--- src/rtl/stall_ctrl.sv ---
// Pipeline stall/flush controller for a 5-stage in-order core.
// Latency: all enables are combinational from state+inputs (zero-cycle); state, counters update on clk_i rise.
// Backpressure: mem_busy_i freezes the whole pipe (pipe_hold_o) ahead of load-use hazard and branch flush.
//
// Ports:
//   clk_i, rst_i (async, active-low)      clock and reset
//   start_i                               core run enable; 0 returns to IDLE from any state
//   idex_memread_i, idex_rd_i             load in EX and its destination register
//   ifid_rs_i, ifid_rt_i                  source registers of the instruction in ID
//   branch_taken_i, mem_busy_i            branch resolved taken in ID / data memory not ready
//   pc_write_o, ifid_write_o              PC and IF/ID update enables
//   ifid_flush_o, idex_bubble_o           zero IF/ID, insert NOP into ID/EX
//   pipe_hold_o                           freeze ID/EX, EX/MEM, MEM/WB
//   state_o, stall_cnt_o, mem_timeout_o   FSM state, saturating stall count, sticky wait timeout
module stall_ctrl #(
    parameter int CNT_W    = 16,
    parameter int MAX_WAIT = 64
) (
    input  logic             clk_i,
    input  logic             rst_i,
    input  logic             start_i,
    input  logic             idex_memread_i,
    input  logic [4:0]       idex_rd_i,
    input  logic [4:0]       ifid_rs_i,
    input  logic [4:0]       ifid_rt_i,
    input  logic             branch_taken_i,
    input  logic             mem_busy_i,
    output logic             pc_write_o,
    output logic             ifid_write_o,
    output logic             ifid_flush_o,
    output logic             idex_bubble_o,
    output logic             pipe_hold_o,
    output logic [1:0]       state_o,
    output logic [CNT_W-1:0] stall_cnt_o,
    output logic             mem_timeout_o
);

    localparam logic [1:0] ST_IDLE = 2'd0;
    localparam logic [1:0] ST_RUN  = 2'd1;
    localparam logic [1:0] ST_MEMW = 2'd2;

    localparam int              WAIT_W   = $clog2(MAX_WAIT + 1);
    localparam logic [WAIT_W-1:0] WAIT_MAX = WAIT_W'(MAX_WAIT);

    logic [1:0]        state_q;
    logic [1:0]        state_nxt;
    logic [CNT_W-1:0]  stall_cnt_q;
    logic [WAIT_W-1:0] wait_cnt_q;
    logic [WAIT_W-1:0] wait_inc;
    logic              timeout_q;
    logic              hazard;
    logic              active;
    logic              wait_step;

    // Load-use hazard: register 0 never carries a real dependency.
    assign hazard = idex_memread_i && (idex_rd_i != 5'd0) &&
                    ((idex_rd_i == ifid_rs_i) || (idex_rd_i == ifid_rt_i));

    // MEMW with memory ready behaves exactly like RUN for the outputs, so
    // both states share one decode; a dropped start_i suppresses everything.
    assign active = ((state_q == ST_RUN) || (state_q == ST_MEMW)) && start_i;

    always_comb begin
        pc_write_o    = 1'b0;
        ifid_write_o  = 1'b0;
        ifid_flush_o  = 1'b0;
        idex_bubble_o = 1'b0;
        pipe_hold_o   = 1'b0;
        if (active) begin
            if (mem_busy_i) begin
                pipe_hold_o = 1'b1;
            end else if (hazard) begin
                idex_bubble_o = 1'b1;
            end else begin
                pc_write_o   = 1'b1;
                ifid_write_o = 1'b1;
                ifid_flush_o = branch_taken_i;
            end
        end
    end

    always_comb begin
        state_nxt = ST_IDLE;
        case (state_q)
            ST_IDLE: state_nxt = start_i ? ST_RUN : ST_IDLE;
            ST_RUN, ST_MEMW: begin
                if (!start_i)        state_nxt = ST_IDLE;
                else if (mem_busy_i) state_nxt = ST_MEMW;
                else                 state_nxt = ST_RUN;
            end
            default: state_nxt = ST_IDLE;
        endcase
    end

    // Wait counter advances only on busy cycles spent in MEMW and stops at the limit.
    assign wait_step = (state_q == ST_MEMW) && start_i && mem_busy_i && (wait_cnt_q != WAIT_MAX);
    assign wait_inc  = wait_cnt_q + WAIT_W'(1);

    always_ff @(posedge clk_i or negedge rst_i) begin
        if (!rst_i) begin
            state_q     <= ST_IDLE;
            stall_cnt_q <= '0;
            wait_cnt_q  <= '0;
            timeout_q   <= 1'b0;
        end else begin
            state_q <= state_nxt;

            if (state_q == ST_IDLE) begin
                if (start_i) stall_cnt_q <= '0;
            end else if (active && !pc_write_o && (stall_cnt_q != '1)) begin
                stall_cnt_q <= stall_cnt_q + CNT_W'(1);
            end

            if ((state_q != ST_MEMW) && (state_nxt == ST_MEMW)) begin
                wait_cnt_q <= '0;
            end else if (wait_step) begin
                wait_cnt_q <= wait_inc;
            end

            // Sticky: only reset clears it.
            if (wait_step && (wait_inc == WAIT_MAX)) timeout_q <= 1'b1;
        end
    end

    assign state_o       = state_q;
    assign stall_cnt_o   = stall_cnt_q;
    assign mem_timeout_o = timeout_q;

endmodule
--- config.mk ---
export PLATFORM = sky130hd
export DESIGN_NAME = stall_ctrl
export DESIGN_NICKNAME = d
export VERILOG_FILES = /design/src/rtl/stall_ctrl.sv
export SDC_FILE = /design/constraint.sdc
export NUM_CORES = 1
export LEC_CHECK = 0
export CAP_MARGIN = 0
export CELL_PAD_IN_SITES_DETAIL_PLACEMENT = 2
export CELL_PAD_IN_SITES_GLOBAL_PLACEMENT = 2
export CORE_UTILIZATION = 38
export CTS_CLUSTER_DIAMETER = 120
export DETAILED_ROUTE_END_ITERATION = 12
export DONT_BUFFER_PORTS = 1
export PLACE_DENSITY = 0.85
export SLEW_MARGIN = 0
export SYNTH_ARGS = -nofsm -noshare
export SYNTH_HDL_FRONTEND = slang
export SYNTH_SLANG_ARGS = --single-unit
--- constraint.sdc ---
create_clock -name clk_i -period 2.85 [get_ports clk_i]
set_clock_uncertainty 0.2 [all_clocks]
set_input_delay 0.4275 -clock clk_i [delete_from_list [all_inputs] [get_ports clk_i]]
set_output_delay 0.4275 -clock clk_i [all_outputs]
set_load 0.01 [all_outputs]
==> impl_metrics.yaml <==
outcome:
  status: "finished clean"
detailed_routing:
  viasPerCell: 5.95
  wl_um: 4680
  drtIter0Drc: 55
  firstDrtPassIters: 4
  wl_per_cell_um: 19.2
  vias: 1451
  antenna_left: 0
  drc: 0
global_routing:
  antenna_found_initial: 0
  grt_pass1_vias: 1579
  grt-ovfl-total: 0
  grt_max_degree: 27
  grt_pass1_wl_um: 7780
  grt.total_usage_pct: 19.8
synthesis:
  synth_top_area_cell: "dfrtp_1"
  synth_top_area_share_pct: 36.9
  yosysSeqAreaShare_pct: 36.9
  yosys_register_bits: 26
  syn_inst: 186
  avgSynthCellArea_sq_um: 9.47
  syn_nets: 214
  yosysUniqueCellTypes: 45
  synth_area_leaders: "dfrtp_1 (37%), xor2_1 (6.5%), nor2_1 (5.5%)"
  yosysWarnings: 0
  syn_area_sq_um: 1760
cells_and_area:
  drive_above_1_share_pct: 15.6
  area_growth_pct: 9.45
  seq_area_sq_um: 651
  multi_input_area_sq_um: 1060
  num-fill-cells: 479
  antenna_cells: 0
  final_util_pct: 43.7
  layout_common_cells: "nor2_1 (26), dfrtp_1 (26), xor2_1 (13)"
  final_nets: 221
timing:
  tightest_slew_ps: 553
  final.setup.tns_ps: 0
  drv_slew: 0
  rsz0062_at_grt: "no"
  holdWs_ps: 69.7
  hold_viol: 0
  fin_crit_sh_pct: 90.4
  finalSetupViolCount: 0
  fmax_ghz: 0.388
  timing.final.crit_period_ps: 2580
  slew_headroom_pct: 62.8
floorplanning:
  start_util_pct: 39.9
  ios: 45
  die-area_sq_um: 4910
  die_w_um: 70.1
  fp-row-count: 24
  coreArea_sq_um: 4410
  die-height_um: 70.1
place:
  gp_congestion: 0.841
  dp_hpwl_um: 3520
  portBuffers: 0
worst_setup_path:
  path_class: "flip-flop to flip-flop"
  required_ps: 2870
  end_kind: "flip-flop"
  cp.arrival_ps: 2590
  r2r.worst_path.cells: 8
  rrSetupSlack_ps: 270
  rr_startpoint: "state_o[0]"
  reg2reg_to: "stall_cnt_o[11]"
  cp_max_fo: 17
  start_kind: "flip-flop"
min_path:
  hp-start: "start_i"
  hold_depth: 1
  holdPathEnd: "stall_cnt_o[14]"
  hp-class: "primary input to flip-flop"
cts:
  tritoncts: "yes"
  cts_sinks: 26
  cts_htree_levels: 1
  clkTransAtPathRegs_ps: 100
  cts_buffer_depth: 2
  clk-insertion-delay-late_ps: 280
  clockRootBuffer: "clkbuf_8"
  numCtsBuffers: 3
job:
  drv_cap: 0
pwr:
  p_leak_nw: 0.851
  p_per_area_nw_per_um2: 456
  vdd_drop_max_uv: 220
  finalPower_mw: 0.879
cells by family after synthesis:
| kind of cell | count (synthesis) | share of synthesized area (%) |
|---|---|---|
| adder cells (fa/ha/maj) | 7 | 4.97 |
| flip-flops | 26 | 36.9 |
| multiplexers | 1 | 0.639 |
| AND/OR/NAND/NOR | 78 | 24.6 |
| buffers and inverters | 10 | 2.77 |
| XOR/XNOR | 17 | 8.45 |
| AO/OA/AOI/OAI | 47 | 21.7 |
stage by stage:
stage / instance area, sq um / setup slack, ps / std cells
6_report: 1930 / 273 / 244
5_1_grt: 1930 / 170 / 244
4_1_cts: 1930 / 256 / 244
3_5_place_dp: 1830 / 294 / 238
3_3_place_gp: 1830 / 437 / 238
2_1_floorplan: 1760 / 466 / 186
cell type report:
type | instances | share of cell area, %
repair buffers | 5 | 2.73
inverters | 7 | 1.36
well taps | 52 | 3.37
clock buffers | 3 | 2.14
flip-flops and latches | 26 | 33.7
clock inverters | 1 | 1.56
multi-input cells | 150 | 55.1
Yosys cell counts, drive strengths merged:
library cell  count
inv               7
a41o              1
mux2              1
xnor2             4
o211ai            1
o21a              7
buf               2
xor2             13
a311o             1
and3b             1
nor2             26
a21oi            17
nor3              6
o22ai             1
and3              6
a22o              2
nand2            10
a211oi            1
ha                7
nand2b            3
nand4             4
o21ai             7
a22oi             1
nor3b             2
a221o             3
dfrtp            26
or3               3
and2              3
or4               1
nor2b             2
clkbuf            1
a211o             5
nor4              3
or2               1
nand3             7
worst max-delay path by stage:
stage / to / slack, ps / depth (start not counted) / from
2_1_floorplan: ifid_flush_o / 470 / 5 / idex_rd_i[1]
3_3_place_gp: stall_cnt_o[11] / 440 / 8 / state_o[0]
3_5_place_dp: stall_cnt_o[11] / 290 / 8 / state_o[0]
4_1_cts: stall_cnt_o[11] / 260 / 8 / state_o[0]
5_1_grt: stall_cnt_o[11] / 170 / 8 / state_o[0]
6_report: stall_cnt_o[11] / 270 / 8 / state_o[0]
state kept, by name, indices dropped and copies added (netlist names):
register and count:
stall_cnt_o 16, state_o 2, wait_cnt_q 7, mem_timeout_o 1
worst max-delay path: stages (launching register included):
cell and delay, ps:
dfrtp_1 440, inv_1 100, ha_1 250, nand2b_1 190, or2_0 270, a211o_2 350
o21ai_4 390, and3_1 230, a221o_1 100
repair_timing:
item | in CTS | in global routing
hold endpoints to repair | 26 | 0
gates resized for setup | 0 | 0
buffers inserted | 0 | 0
hold buffers | 2 | 0
metal layers:
layer / vias up / share of wire [%] / track usage (%)
met5: - / 0 / 0
li1: 680 / - / -
met3: 6 / 3.2 / 4.47
met2: 19 / 55 / 38.2
met4: 0 / 0.94 / 2.89
met1: 746 / 41 / 22.3
where the power goes:
| group | internal [mW] | total, mW | switching (mW) | leakage, nW |
|---|---|---|---|---|
| registers | 0.385 | 0.416 | 0.0307 | 0.360 |
| logic | 0.0575 | 0.149 | 0.0911 | 0.456 |
| clock network | 0.188 | 0.315 | 0.127 | 0.0357 |
Power figures use the tool's default switching activity.
==> RTL change 1 (same settings) <==
The parameter `CNT_W` goes from 16 to 32.
--- a/src/rtl/stall_ctrl.sv
+++ b/src/rtl/stall_ctrl.sv
@@ -13,7 +13,7 @@
 //   pipe_hold_o                           freeze ID/EX, EX/MEM, MEM/WB
 //   state_o, stall_cnt_o, mem_timeout_o   FSM state, saturating stall count, sticky wait timeout
 module stall_ctrl #(
-    parameter int CNT_W    = 16,
+    parameter int CNT_W    = 32,
     parameter int MAX_WAIT = 64
 ) (
     input  logic             clk_i,
Interface: changed (resized stall_cnt_o); port bits go from 45 to 61. No check against the original RTL was run, so the function may have changed too.
==> RTL change 1 against the original RTL <==
  * Via count is 71% higher
  * Cell count grew 68%
  * Sequential cell count grew 16
  * Area after synthesis rose by 54%
  * Total power increased by 53%
  * Worst setup slack lost 0.15 ns
  * Cell area increased by 57%
  * Routed wire length increased by 95%
  * Maximum frequency decreased by 5.6%
  * Largest cell class unchanged
==> RTL change 1: results (changes against the original RTL) <==
status = complete, no violations
Min Hold Slack = 0.0347 ns (-0.0350 ns)
Max Fanout on Critical Path = 8 (-9)
met1 GRT Util = 31.5% (+9.2 points)
Cells after Synth = 300 (+61%)
P_leak = 1.31 nW (+54%)
cell family with most CP delay = simple AND/OR/NAND/NOR gates
Synth area leaders = dfrtp_1 (39%), nand2_1 (5.3%), xnor2_1 (4.5%)
Worst R2R Setup Slack = 0.12 ns (-0.15 ns)
layout cells sized above 1 = 13.7% (-1.9 points)
post-synthesis sequential area ratio = 38.7% (+1.8 points)
WL met3 = 449 um (+200%)
post-synthesis adder-cell area fraction = 3.23% (-1.7 points)
GPL Wtd Cong = 0.765 (-9.0%)
mux cell area share after synthesis = 2.17% (+1.5 points)
post-layout min period = 2.73 ns (+0.152 ns)
xor-xnor portion of the synthesized cell area = 5.49% (-3.0 points)
VDD IR max = 0.154 mV (-30%)
DRT met1 WL = 3760 um (+95%)
CTS buffer count = 5 (+2)
Mapped Nets = 328 (+53%)
slowest stage delay, CP = 0.49 ns (+0.05 ns)
Slew headroom = 59.9% (-2.9 points)
CP arrival = 2.75 ns (+0.16 ns)
largest net degree at the start of global routing = 43 (+59%)
via count = 2,480 (+71%)
pre-CTS setup slack = 0.164 ns (-0.131 ns)
DR WL met2 = 4710 um (+84%)
total track usage = 26.3% (+6.5 points)
drt pass-1 iters = 6 (+2)
Placed Cells = 400 (+68%)
GR Util met2 = 45.5% (+7.3 points)
first-pass GRT wire length = 15,000 um (+92%)
Nets = 341 (+54%)
clock-pin slew on the worst setup and hold paths = 0.08 ns (-0.02 ns)
vias in the first global route = 2,769 (+75%)
post-synthesis compound-gate area fraction = 18.3% (-3.4 points)
DR WL/cell = 22.3 um (+16%)
reg2reg start = stall_cnt_o[0]
Synth cell types = 60 (+33%)
top post-synthesis cells by count = dfrtp_1 (42), nand2_1 (38), nor2_1 (24)
clk_lat worst skew = 0.30 ns (+0.02 ns)
Critical R2R Capture = stall_cnt_o[31]
drt initial violations = 117 (+110%)
Largest register FFs = 32 (+16)
-- RTL change 1: worst max path at each step --
stage,endpoint,depth (start not counted)
6_report,stall_cnt_o[31],8
5_1_grt,stall_cnt_o[31],8
4_1_cts,stall_cnt_o[12],8
3_5_place_dp,stall_cnt_o[12],8
3_3_place_gp,stall_cnt_o[20],8
2_1_floorplan,stall_cnt_o[30],8
-- RTL change 1: final cells by class --
type / count / area (um2) / area share [%]
tap: 96 / 120 / 3.97
clock inverter: 3 / 40.0 / 1.32
timing repair buffer: 13 / 120 / 3.97
inverter: 11 / 41.3 / 1.37
sequential: 42 / 1050 / 34.8
clock buffer: 5 / 68.8 / 2.28
multi-input combinational: 240 / 1580 / 52.3
-- RTL change 1: power by group --
group	switching [mW]	leakage (nW)	internal, mW
clock network	0.223	0.0579	0.258
logic	0.141	0.669	0.0828
registers	0.0254	0.584	0.611
total	0.389	1.31	0.952
==> RTL change 2 (same flow settings) <==
Without the edit above. Register the output `mem_timeout_o` once more, with the module's reset; this adds one clock of latency there. The other outputs are not delayed to match.
--- a/src/rtl/stall_ctrl.sv
+++ b/src/rtl/stall_ctrl.sv
@@ -124,6 +124,12 @@
 
     assign state_o       = state_q;
     assign stall_cnt_o   = stall_cnt_q;
-    assign mem_timeout_o = timeout_q;
+    always_ff @(posedge clk_i or negedge rst_i) begin
+        if (!rst_i) begin
+            mem_timeout_o <= '0;
+        end else begin
+            mem_timeout_o <= timeout_q;
+        end
+    end
 
 endmodule
Formal check against the unedited RTL: no difference found for any inputs over 10 cycles, from zero or initial values and one cycle with rst_i low; that may be too few to reach the edited logic, so the function may still have changed.
==> RTL change 2 against the original RTL <==
  * The run now ends with design-rule violations left
  * Sequential cell count grew 1
  * Routed wire length is 1.8% higher
  * Total power shrank 8.6%
  * Via count is 0.76% higher
  * Cell area is the same
  * Maximum frequency down 1.2%
  * Area after synthesis increased by 1.4%
  * Worst setup slack lost 0.033 ns
==> RTL change 2: results (changes against the original RTL) <==
Root Buffer = clkbuf_8
Placed Cells = 239 (+0.42%)
GPL Wtd Cong = 0.720 (-14%)
failing checks = design-rule violations
DR WL/cell = 19.4 um (+1.4%)
first-pass GRT wire length = 8120 um (+4.3%)
drt initial violations = 64 (+16%)
DP HPWL = 3610 um (+2.5%)
top post-synthesis cells by count = dfrtp_1 (27), nor2_1 (26), xor2_1 (13)
Nets = 222 (+0.45%)
Cell Area, Placed = 1850 um2 (+1.4%)
largest net degree at the start of global routing = 28 (+3.7%)
mux cell area share after synthesis = 0.630% (-0.0090 points)
post-synthesis adder-cell area fraction = 4.90% (-0.070 points)
Synth area leaders = dfrtp_1 (38%), xor2_1 (6.4%), nor2_1 (5.5%)
VDD IR max = 0.153 mV (-30%)
layout cells sized above 1 = 15.5% (-0.081 points)
drt pass-1 iters = 8 (+4)
status = finished, violations left
Slew headroom = 63.7% (+0.85 points)
post-synthesis sequential area ratio = 37.8% (+0.88 points)
Largest register FFs = 16 (unchanged)
Net Sw Frac = 30.9% (+2.7 points)
total length of routed wires = 4770 um (+1.8%)
vias in the first global route = 1,629 (+3.2%)
via count = 1,462 (+0.76%)
post-synthesis compound-gate area fraction = 21.4% (-0.30 points)
P_leak = 0.855 nW (+0.44%)
drt drc = 4 (+4)
RTL change 2: final timing paths:
check	from	cells past startpoint	end	slack, ns
worst max-delay path	state_o[0]	8	stall_cnt_o[11]	0.24
worst min-delay path	start_i	1	stall_cnt_o[14]	0.08
worst max register to register	state_o[0]	8	stall_cnt_o[11]	0.24
worst min register to register	timeout_q	0	mem_timeout_o	0.19
max in group asynchronous	rst_i	2	stall_cnt_o[12]	1.92
min in group asynchronous	rst_i	2	stall_cnt_o[3]	0.37
RTL change 2: kinds of logic (layout without fill, tap and decap cells):
family                     Yosys count  after routing
and+or+nand+nor                     78             78
AOI/OAI and AO/OA                   47             47
DFF                                 27             27
xor gates and xnor gates            17             17
buffers and inverters               10             16
adders and majority gates            7              7
muxes                                1              1
RTL change 2: critical path: cells and delay by family, from the launching register on:
| family | cells | cell delay, ns |
|---|---|---|
| adder cells (fa/ha/maj) | 1 | 0.34 |
| AND/OR/NAND/NOR | 3 | 0.62 |
| buffers and inverters | 1 | 0.10 |
| AO/OA/AOI/OAI | 3 | 0.84 |
| flip-flops | 1 | 0.44 |
RTL change 2: metal layers:
layer	part of all wire (%)	vias to the layer above	routed length [um]	GRT usage [%]
li1	-	681	-	-
met1	44	738	2090	25.3
met2	51	39	2410	38.2
met3	4.0	4	191	2.28
met4	1.6	0	75	7.33
met5	0	-	0	0
RTL change 2: stage by stage:
stage | worst slack (ns) | utilization [%]
after floorplan | 0.466 | -
after global placement | 0.453 | 41.7
after detailed placement | 0.279 | 41.7
after CTS | 0.242 | 43.4
after global routing | 0.0477 | 43.4
final | 0.240 | 43.4
RTL change 2: what timing repair did:
action,in CTS,in global routing
hold endpoints to repair,27,0
hold buffers,2,0
endpoints found under the setup margin,0,0
gates resized for setup,0,0
setup buffers,0,0
RTL change 2: final cells by class:
cell class | count | area (um2)
clock buffers | 3 | 41.3
clock inverters | 1 | 5.00
fillers | 497 | 2520
inverters | 7 | 26.3
multi-input cells | 150 | 1060
flip-flops and latches | 27 | 676
well taps | 52 | 65.1
repair buffers | 5 | 52.6
RTL change 2: power by group through the flow:
stage / logic [mW] / registers [mW] / clock network (mW)
2_1_floorplan: 0.104 / 0.430 / 0
3_3_place_gp: 0.124 / 0.437 / 0
3_5_place_dp: 0.135 / 0.440 / 0
4_1_cts: 0.150 / 0.432 / 0.229
5_1_grt: 0.165 / 0.436 / 0.246
6_report: 0.146 / 0.432 / 0.225
